[src/rtl/lfsr_arbiter.sv]
// Four-requester arbiter with pseudo-random search start taken from a free-running
// 4-bit maximal-length LFSR, and a bounded grant tenure.
//
// state | meaning
// ------+--------------------------------------------------------------
// IDLE  | no owner; any nonzero req_i is granted at the next edge
// GRANT | owner held in gnt_id_q; released on owner drop or hold timeout
module lfsr_arbiter #(
    parameter logic [3:0] SEED     = 4'b1000,
    parameter int         HOLD_MAX = 8
) (
    input  logic       clk,
    input  logic       reset,
    input  logic [3:0] req_i,
    output logic [3:0] gnt_o,
    output logic [1:0] gnt_id_o,
    output logic       busy_o,
    output logic [3:0] lfsr_o
);

    // An all-zero seed would lock the LFSR, so it is replaced by 0001.
    localparam logic [3:0] SEED_EFF  = (SEED == 4'b0000) ? 4'b0001 : SEED;
    localparam logic [7:0] HOLD_LAST = 8'(HOLD_MAX - 1);

    typedef enum logic {
        IDLE  = 1'b0,
        GRANT = 1'b1
    } state_t;

    state_t     state_q;
    logic [3:0] lfsr_q;
    logic [3:0] gnt_q;
    logic [1:0] gnt_id_q;
    logic       busy_q;
    logic [7:0] hold_q;

    logic [1:0] search_start;
    logic [1:0] cand;
    logic [1:0] pick_id;
    logic       pick_found;
    logic       owner_req;
    logic       hold_done;

    assign search_start = lfsr_q[1:0];
    assign owner_req    = req_i[gnt_id_q];
    assign hold_done    = (hold_q == HOLD_LAST);

    // Rotating search: first requester at or after search_start, wrapping mod 4.
    always_comb begin
        pick_found = 1'b0;
        pick_id    = 2'd0;
        cand       = search_start;
        for (int k = 0; k < 4; k++) begin
            cand = search_start + 2'(k);
            if (!pick_found && req_i[cand]) begin
                pick_found = 1'b1;
                pick_id    = cand;
            end
        end
    end

    always_ff @(posedge clk) begin
        if (!reset) begin
            lfsr_q   <= SEED_EFF;
            state_q  <= IDLE;
            gnt_q    <= 4'b0000;
            gnt_id_q <= 2'd0;
            busy_q   <= 1'b0;
            hold_q   <= 8'd0;
        end else begin
            lfsr_q <= {lfsr_q[2:0], lfsr_q[3] ^ lfsr_q[2]};
            case (state_q)
                IDLE: begin
                    if (pick_found) begin
                        state_q  <= GRANT;
                        gnt_q    <= 4'b0001 << pick_id;
                        gnt_id_q <= pick_id;
                        busy_q   <= 1'b1;
                        hold_q   <= 8'd0;
                    end
                end
                GRANT: begin
                    // Owner drop and timeout on the same edge both end in IDLE.
                    if (!owner_req || hold_done) begin
                        state_q  <= IDLE;
                        gnt_q    <= 4'b0000;
                        gnt_id_q <= 2'd0;
                        busy_q   <= 1'b0;
                    end else begin
                        hold_q <= hold_q + 8'd1;
                    end
                end
                default: begin
                    state_q  <= IDLE;
                    gnt_q    <= 4'b0000;
                    gnt_id_q <= 2'd0;
                    busy_q   <= 1'b0;
                end
            endcase
        end
    end

    assign gnt_o    = gnt_q;
    assign gnt_id_o = gnt_id_q;
    assign busy_o   = busy_q;
    assign lfsr_o   = lfsr_q;

endmodule

[config.mk]
export PLATFORM = sky130hd
export DESIGN_NAME = lfsr_arbiter
export DESIGN_NICKNAME = d
export VERILOG_FILES = /design/src/rtl/lfsr_arbiter.sv
export SDC_FILE = /design/constraint.sdc
export NUM_CORES = 1
export LEC_CHECK = 0
export CORE_ASPECT_RATIO = 1.2
export CORE_UTILIZATION = 54
export DETAILED_ROUTE_END_ITERATION = 16
export PLACE_DENSITY = 0.81
export SKIP_CTS_REPAIR_TIMING = 1
export SKIP_LAST_GASP = 1
export SYNTH_ARGS = -nofsm -noshare
export SYNTH_HDL_FRONTEND = slang
export SYNTH_SLANG_ARGS = --single-unit
[constraint.sdc]
create_clock -name clk -period 3.4 [get_ports clk]
set_clock_uncertainty 0.1 [all_clocks]
set_input_delay 0.51 -clock clk [delete_from_list [all_inputs] [get_ports clk]]
set_output_delay 0.51 -clock clk [all_outputs]
set_load 0.02 [all_outputs]
# Word level (Yosys, flattened, before mapping)
# Cells that the tools add are included.
[classes] addsub=4 magnitude_cmp=5 eq_ne=4 n_shift=1 n_mux=33 bitwise_logic=2 n_reduce_logical=10
[op_table] operator="2-to-1 mux 8 bit" n=2
[op_table] operator="one-hot mux 8 bit (2 select lines)" n=1
[op_table] operator="< comparator 2 x 3 -> 1 bit (second input constant)" n=5
[op_table] operator="2-to-1 mux 1 bit" n=13
[op_table] operator="2-to-1 mux 2 bit" n=6
[op_table] operator="binary-select mux 1 bit (select 2 bit)" n=5
[op_table] operator="adder 8 x 1 -> 8 bit (second input constant)" n=1
[op_table] operator="equality test 8 x 3 -> 1 bit (second input constant)" n=1
[op_table] operator="2-to-1 mux 4 bit" n=2
[op_table] operator="one-hot mux 4 bit (2 select lines)" n=1
[op_table] operator="adder 2 bit (second input constant)" n=2
[op_table] operator="logical NOT 1 bit" n=4
[op_table] operator="!= test 2 bit (second input constant)" n=2
[op_table] operator="one-hot mux 1 bit (2 select lines)" n=2
[op_table] operator="one-hot mux 2 bit (2 select lines)" n=1
[op_table] operator="AND reduction 2 bit" n=2
[op_table] operator="<< shifter 1 x 2 -> 4 bit (first input constant)" n=1
[op_table] operator="logical AND 1 bit" n=3
[op_table] operator="adder 2 x 1 -> 2 bit (second input constant)" n=1
[op_table] operator="!= test 2 x 1 -> 1 bit (second input constant)" n=1
[op_table] operator="logical OR 1 bit" n=1
[op_table] operator="inverter 1 bit" n=1
[op_table] operator="XOR 1 bit" n=1
[word_totals] reg_bits=20 inputBits=6 out_inout_bits=11 elab_cells=65

# Longest topological paths before layout
# Gate-level depths: netlist of run 1.
[depth] ltp_word=15 ltp_mapped=6 depth_no_buf=5

# Least setup slack after synthesis of run 1
# Ideal clock, no wire load.
[synth_timing] path_type="register to register" startpoint="register hold_q[0]" endpoint="register state_q" setup_ps=115 t_arrival_ps=1811 required_time_ps=3185 slack_ps=1374 stages_incl_launch_ff=7 n_path_buf=1 period_less_slack_ps=2026 path_cell_list="dfxtp_1 ha_1 or4b_4 o311ai_4 buf_6 o21ai_2 and2_1"
[synth_via] elab_chain_cells=4
[synth_rtl] item="start, declared" line="35" text="logic [7:0] hold_q;"
[synth_rtl] item="start signal, assigned" line="90" text="hold_q <= hold_q + 8'd1;"
[synth_rtl] item="equality test 8 x 3 -> 1 bit" line="46" text="assign hold_done = (hold_q == HOLD_LAST);"
[synth_rtl] item="logical OR 1 bit" line="84" text="if (!owner_req || hold_done) begin"
[synth_rtl] item="2-to-1 mux 1 bit" line="84"
[synth_rtl] item="one-hot mux 1 bit (2 select lines)" line="72" text="case (state_q)"
[synth_rtl] item="end signal, assigned" line="75" text="state_q <= GRANT;"
[synth_rtl] item="end signal, assigned" line="85" text="state_q <= IDLE;"
[synth_rtl] item="end signal, assigned" line="94" text="state_q <= IDLE;"
[synth_rtl] item="end, declared" line="30" text="state_t state_q;"
# No other way between the ends.
# A chain may end at the register's enable or synchronous reset.

# Final worst setup path of run 1
[layout_timing] startpoint="register hold_q[0]" endpoint="register gnt_id_q[1], in the netlist gnt_id_o[1]"
[layout_via] elab_chain_cells=4
[layout_rtl] item="equality test 8 x 3 -> 1 bit" line="46"
[layout_rtl] item="logical OR 1 bit" line="84"
[layout_rtl] item="!= test 2 x 1 -> 1 bit (no source line)"
[layout_rtl] item="AND reduction 2 bit (no source line)"
[layout_rtl] item="end signal, assigned" line="77" text="gnt_id_q <= pick_id;"
[layout_rtl] item="end, declared" line="33" text="logic [1:0] gnt_id_q;"
# No other way between the ends.

==> key figures, run 1 <==
Outcome
  • Status: complete, no violations

Detailed routing
  • WL met3: 40 um
  • Post-DR wirelength/cell: 14.3 um
  • Initial drt markers: 11
  • Wire length on met1: 819 um
  • Metal2 WL: 1000 um
  • Routed Wire Length: 1900 um
  • Via count: 800
  • Top Metal Used: met4
  • Routed Antenna Nets: 0
  • DRC viols: 0
  • Vias per inst: 6.02
  • Detailed Routing Iterations Pass 1: 4

Min path
  • Worst hold-check path type: reg2reg

STA
  • Final setup fails: 0
  • Final worst-path cycle share: 72.2%
  • Fin crit period: 2.46 ns
  • Fin. Hold Viols: 0
  • Slew HR: 49.5%
  • Least-Margin Pin Slew: 0.751 ns
  • Unrepaired setup endpoints after global routing: false
  • Final WS setup: 0.945 ns
  • Fmax: 407 MHz
  • Slew Limit Fails: 0
  • Setup TNS: 0 ns

Synthesis
  • YS warnings: 0
  • Sequential fraction of the synthesis area: 41.1%
  • EDFF count, synth: 0
  • Mapped Area: 973 um2
  • FFs w/ async S/R, synth: 0%
  • Synth unique cells: 39
  • Avg Cell Area, Syn: 9.83 um2
  • Synth top area cells: dfxtp_1, a32o_1, or3_2
  • Syn Inst Count: 99
  • Area leader, netlist: dfxtp_1
  • Yosys top cell area share: 41.1%
  • Register bit count reported by yosys: 20
  • Post-synth top flop: dfxtp_1
  • Post-synth net total: 106

Pwr
  • P per Cell Area: 388 nW/um2
  • VDD IR-drop max: 0.306 mV
  • LEAKAGE: 0.397 nW
  • Pwr Total: 0.000450 W

Clock network
  • Clock-pin transition on the worst setup and hold timing paths: 0.11 ns
  • Buffer depth of the longest clock path: 2
  • Root buffer cell: clkbuf_4
  • Clk_lat worst skew: 0.29 ns
  • CTS tree: yes
  • CTS sink count: 20
  • CTS Buf Count: 3
  • CTS H-tree depth: 1

Place
  • Setup slack at placement: 0.789 ns
  • Post-DP HPWL: 1430 um
  • PortBufs: 16
  • Placed Area: 1140 um2
  • GPL Wtd Cong: 0.749

Floorplanning
  • Row cnt: 16
  • Initial Utilization: 58.6%
  • Die width: 40.8 um
  • Die ar.: 1980 um2
  • # IOs: 17
  • Core Region: 1660 um2
  • Die Ht: 48.5 um

Cells and area
  • Layout Nets: 124
  • Area Growth Syn to Fin: 19.2%
  • Final instance area: 1160 um2
  • Layout cell share with drive strength beyond 1: 15.7%
  • Ant. Diodes: 0
  • Core Util, Final: 69.8%
  • Number of fill cells: 136

Setup path
  • Worst setup SP type: flop
  • Worst Setup End Kind: flop
  • Worst reg2reg setup slack: 0.94 ns
  • Crit path DAT: 2.55 ns
  • Setup CP Type: reg2reg
  • Crit path largest cell delay: 0.61 ns
  • Crit-path cells: ha_1, or4b_4, o311ai_4, a21boi_2, a22o_1
  • Data required time at the worst endpoint: 3.49 ns
  • Worst-path fanout max: 17
  • Critical path's slowest cell: o311ai_4

Global route
  • Largest net degree at the start of global routing: 18
  • Initial antenna violation count: 0
  • First-pass GRT wire length: 3070 um
  • GRT Residual Overflow: 0
  • GRT Util Overall: 21.9%
  • Vias in the first global route: 751

Flow run
  • Max-cap viol count: 0
[cells in the final DEF (no fill, tap or decap), types with 2 or more instances in the layout]
master           count
a32o_1               4
o21ai_0              5
a21oi_1              7
a22o_1               2
inv_1                3
nand2_1              6
nor2_1               4
nor3_1               2
and2_1               5
clkdlybuf4s50_1     16
nand3_1              3
nand2b_1             5
dfxtp_1             20
clkbuf_4             3
or3_2                5
o21a_1               2
[stage by stage]
stage | instances | hold WS (ns)
CTS | 133 | 0.376
floorplan | 99 | 0.365
finish | 133 | 0.371
global placement | 130 | 0.341
detailed placement | 130 | 0.355
global route | 133 | 0.403
[cell families after synthesis]
| kind of cell | count (synthesis) | share of synthesized area, % |
|---|---|---|
| and+or+nand+nor | 38 | 24.2 |
| adders and majority gates | 1 | 1.29 |
| xor gates and xnor gates | 1 | 0.900 |
| AOI/OAI and AO/OA | 31 | 25.7 |
| muxes | 2 | 3.73 |
| DFF | 20 | 41.1 |
| buffers and inverters | 6 | 3.08 |
[final timing paths]
kind         depth (start not counted)              startpoint                       end
max                                  5  hold_q[0]$_SDFFE_PN0P_  gnt_id_o[1]$_SDFFE_PN0P_
min                                  1     busy_o$_SDFFE_PN0P_       busy_o$_SDFFE_PN0P_
max reg2reg                          5  hold_q[0]$_SDFFE_PN0P_  gnt_id_o[1]$_SDFFE_PN0P_
min reg2reg                          1     busy_o$_SDFFE_PN0P_       busy_o$_SDFFE_PN0P_
[final cells by class]
cell class / instances / area [um2] / share of cell area, %
Multi-Input combinational cell: 73 / 543 / 46.8
Timing Repair Buffer: 16 / 160 / 13.8
Inverter: 3 / 11.3 / 0.971
Tap cell: 18 / 22.5 / 1.94
Clock buffer: 3 / 22.5 / 1.94
Sequential cell: 20 / 400 / 34.5
[where the power goes]
part           internal, W   total, W  switching (W)
logic            0.0000415  0.0000851      0.0000437
clock network    0.0000412   0.000109      0.0000675
registers         0.000246   0.000256      0.0000109
[synth_stat cells, types with 2 or more instances]
| cell type | count |
|---|---|
| dfxtp_1 | 20 |
| a21oi_1 | 7 |
| nand2_1 | 6 |
| and2_1 | 5 |
| nand2b_1 | 5 |
| o21ai_0 | 5 |
| or3_2 | 5 |
| a32o_1 | 4 |
| nor2_1 | 4 |
| inv_1 | 3 |
| nand3_1 | 3 |
| a22o_1 | 2 |
| clkbuf_1 | 2 |
| nor3_1 | 2 |
| o21a_1 | 2 |
[critical path: cells and delay by family (launching register included)]
kind	cells	cell delay, ns
AND/OR/NAND/NOR	1	0.50
AO/OA/AOI/OAI	3	1.11
flip-flops	1	0.41
adder cells (fa/ha/maj)	1	0.23
[registers in the layout, summed over array words and instances (netlist names)]
signal and cells:
busy_o 1, gnt_id_o 2, gnt_o 4, hold_q 8, lfsr_o 4, state_q 1
[per-layer routing]
| layer | global-route usage, % | vias up |
|---|---|---|
| met5 | 0 | - |
| met4 | 8.33 | 0 |
| met3 | 2.75 | 4 |
| met2 | 38.4 | 11 |
| met1 | 24.9 | 381 |
| li1 | - | 404 |
Note: power is estimated with default switching activity, not from simulation.
==> run 2: changes to the inputs <==
- CORE_UTILIZATION: 54 -> 50
- PLACE_DENSITY: 0.81 -> 0.76
- clock period: 3.4 -> 2.4 ns (I/O delays scaled with it)
==> run 2 against run 1 <==
  * Hold slack worse by 0.0088 ns
  * Design area up 7.8%
  * Cell count up 9.0%
  * Sequential power up 41%
  * Fmax up 14%
  * Critical endpoint is now state_q$_SDFF_PN0_
  * Register-to-register slack worse by 0.70 ns
==> key figures, run 2 (synthesized netlist as in run 1, its figures left out) <==
Place
  • PortBufs: 16 (unchanged)
  • Setup slack at placement: 0.124 ns (was 0.789 ns)
  • Post-DP HPWL: 1490 um (was 1430 um)
  • GPL Wtd Cong: 0.822 (was 0.749)

Floorplanning
  • Initial Utilization: 53.2% (was 58.6%)
  • Row cnt: 17 (was 16)
  • Die Ht: 50.3 um (was 48.5 um)
  • # IOs: 17 (unchanged)
  • Core Region: 1830 um2 (was 1660 um2)
  • Die ar.: 2130 um2 (was 1980 um2)
  • Die width: 42.3 um (was 40.8 um)

Setup path
  • Critical path's slowest cell: or4b_4 (was o311ai_4)
  • Setup CP Type: reg2reg (unchanged)
  • Worst-path fanout max: 9 (was 17)
  • Crit-path cells: ha_1, or4b_4, o311ai_4, buf_4, o21ai_2, and2_1 (was ha_1, or4b_4, o311ai_4, a21boi_2, a22o_1)
  • Cell family with most CP delay: simple AND/OR/NAND/NOR gates (was compound AO/OA/AOI/OAI gates)
  • Worst reg2reg setup slack: 0.25 ns (was 0.94 ns)
  • Crit path DAT: 2.26 ns (was 2.55 ns)
  • Crit path largest cell delay: 0.48 ns (was 0.61 ns)
  • Worst setup SP type: flop (unchanged)
  • Buffers and inverters on the worst path: 1 (was 0)
  • Worst Setup End Kind: flop (unchanged)
  • Data required time at the worst endpoint: 2.50 ns (was 3.49 ns)

Detailed routing
  • Via count: 839 (was 800)
  • Routed Wire Length: 1930 um (was 1900 um)
  • Routed Antenna Nets: 0 (unchanged)
  • Vias per inst: 5.79 (was 6.02)
  • Initial drt markers: 4 (was 11)
  • Post-DR wirelength/cell: 13.3 um (was 14.3 um)
  • DRC viols: 0 (unchanged)
  • Detailed Routing Iterations Pass 1: 4 (unchanged)

Clock network
  • CTS sink count: 20 (unchanged)
  • CTS tree: yes (unchanged)
  • CTS H-tree depth: 1 (unchanged)
  • Root buffer cell: clkbuf_4 (unchanged)
  • Clock-pin transition on the worst setup and hold timing paths: 0.11 ns (about the same)
  • Buffer depth of the longest clock path: 2 (unchanged)
  • Clk_lat worst skew: 0.30 ns (was 0.29 ns)
  • CTS Buf Count: 3 (unchanged)

STA
  • Slew Limit Fails: 0 (unchanged)
  • Final WS setup: 0.246 ns (was 0.945 ns)
  • Least-Margin Pin Slew: 0.510 ns (was 0.751 ns)
  • Fmax: 464 MHz (was 407 MHz)
  • Fin crit period: 2.15 ns (was 2.46 ns)
  • Fin. Hold Viols: 0 (unchanged)
  • Slew HR: 65.6% (was 49.5%)
  • Setup TNS: 0 ns (unchanged)
  • Unrepaired setup endpoints after global routing: false (unchanged)
  • Final worst-path cycle share: 89.7% (was 72.2%)
  • Final setup fails: 0 (unchanged)

Cells and area
  • Area Growth Syn to Fin: 28.4% (was 19.2%)
  • FF/Latch Area: 400 um2 (unchanged)
  • Commonest non-fill, non-tap cells in the layout: dfxtp_1, clkdlybuf4s50_1, buf_4, a21oi_1, nand2_1 (was dfxtp_1, clkdlybuf4s50_1, a21oi_1, nand2_1)
  • Layout Nets: 134 (was 124)
  • Layout cell share with drive strength beyond 1: 23.0% (was 15.7%)
  • Max FFs per register: 8 (unchanged)
  • Largest reg by FF count: hold_q (unchanged)
  • Multi-input gate area: 543 um2 (unchanged)
  • Number of fill cells: 146 (was 136)
  • Ant. Diodes: 0 (unchanged)
  • Most common cell after layout, fill and taps aside: dfxtp_1 (unchanged)

Outcome
  • Status: complete, no violations (unchanged)

Global route
  • Initial antenna violation count: 0 (unchanged)
  • Grt peak-use layer: met2 (unchanged)
  • GRT Util Overall: 20.1% (was 21.9%)
  • Grt met3 use: 2.16% (was 2.75%)
  • Largest net degree at the start of global routing: 12 (was 18)
  • Vias in the first global route: 769 (was 751)
  • Met2 Resource Use GR: 35.4% (was 38.4%)
  • GRT Residual Overflow: 0 (unchanged)
  • GR met1 Demand/Resource: 23.3% (was 24.9%)
  • First-pass GRT wire length: 3280 um (was 3070 um)

Flow run
  • Max-cap viol count: 0 (unchanged)

Pwr
  • Pwr Total: 0.000692 W (was 0.000450 W)
  • VDD IR-drop max: 0.457 mV (was 0.306 mV)
  • P per Cell Area: 554 nW/um2 (was 388 nW/um2)
  • LEAKAGE: 0.453 nW (was 0.397 nW)

Min path
  • Worst hold-check path type: reg2reg (unchanged)
-- run 2: changes by cell type in the layout (fill, tap and decap cells not counted) --
cell / previous run / this run
buf_4: 0 / 10
clkbuf_8: 0 / 1
-- run 2: report_power, final --
group | internal [W] | leakage [nW] | switching (W)
Clock | 0.0000925 | 0.0210 | 0.000102
Combinational | 0.0000696 | 0.269 | 0.0000664
Sequential | 0.000348 | 0.164 | 0.0000140
Total | 0.000510 | 0.453 | 0.000182
-- run 2: layout make-up --
class                           count  area share [%]
Clock buffer                        4            2.90
Inverter                            3           0.901
Multi-Input combinational cell     73            43.4
Sequential cell                    20            32.0
Tap cell                           19            1.90
Timing Repair Buffer               26            18.8
-- run 2: worst register-to-register path: cells and delay by family, from the launching register on --
family          cells  cell delay (ns)
fa+ha+maj           1             0.19
flops               1             0.40
compound gates      2             0.51
buf+inv             1             0.21
simple gates        2             0.65
-- run 2: metal layers --
layer  part of all wire [%]  routed length [um]  vias up
li1                       -                   -      424
met1                     46                 891      399
met2                     50                 971       12
met3                    1.9                  36        4
met4                    1.6                  31        0
met5                      0                   0        -
-- run 2: per-stage QoR --
stage	utilization [%]	hold WS, ns	instances	cell area [um2]
floorplan	-	0.365	99	973
global placement	66.3	0.336	141	1210
detailed placement	66.3	0.339	141	1210
CTS	68.3	0.365	145	1250
global route	68.3	0.378	145	1250
finish	68.3	0.362	145	1250
-- run 2: final timing paths --
path                                        startpoint  cells after the start             endpoint
worst max-delay path            hold_q[1]$_SDFFE_PN0P_                      6   state_q$_SDFF_PN0_
worst min register to register     busy_o$_SDFFE_PN0P_                      1  busy_o$_SDFFE_PN0P_
worst min-delay path               busy_o$_SDFFE_PN0P_                      1  busy_o$_SDFFE_PN0P_
worst max register to register  hold_q[1]$_SDFFE_PN0P_                      6   state_q$_SDFF_PN0_
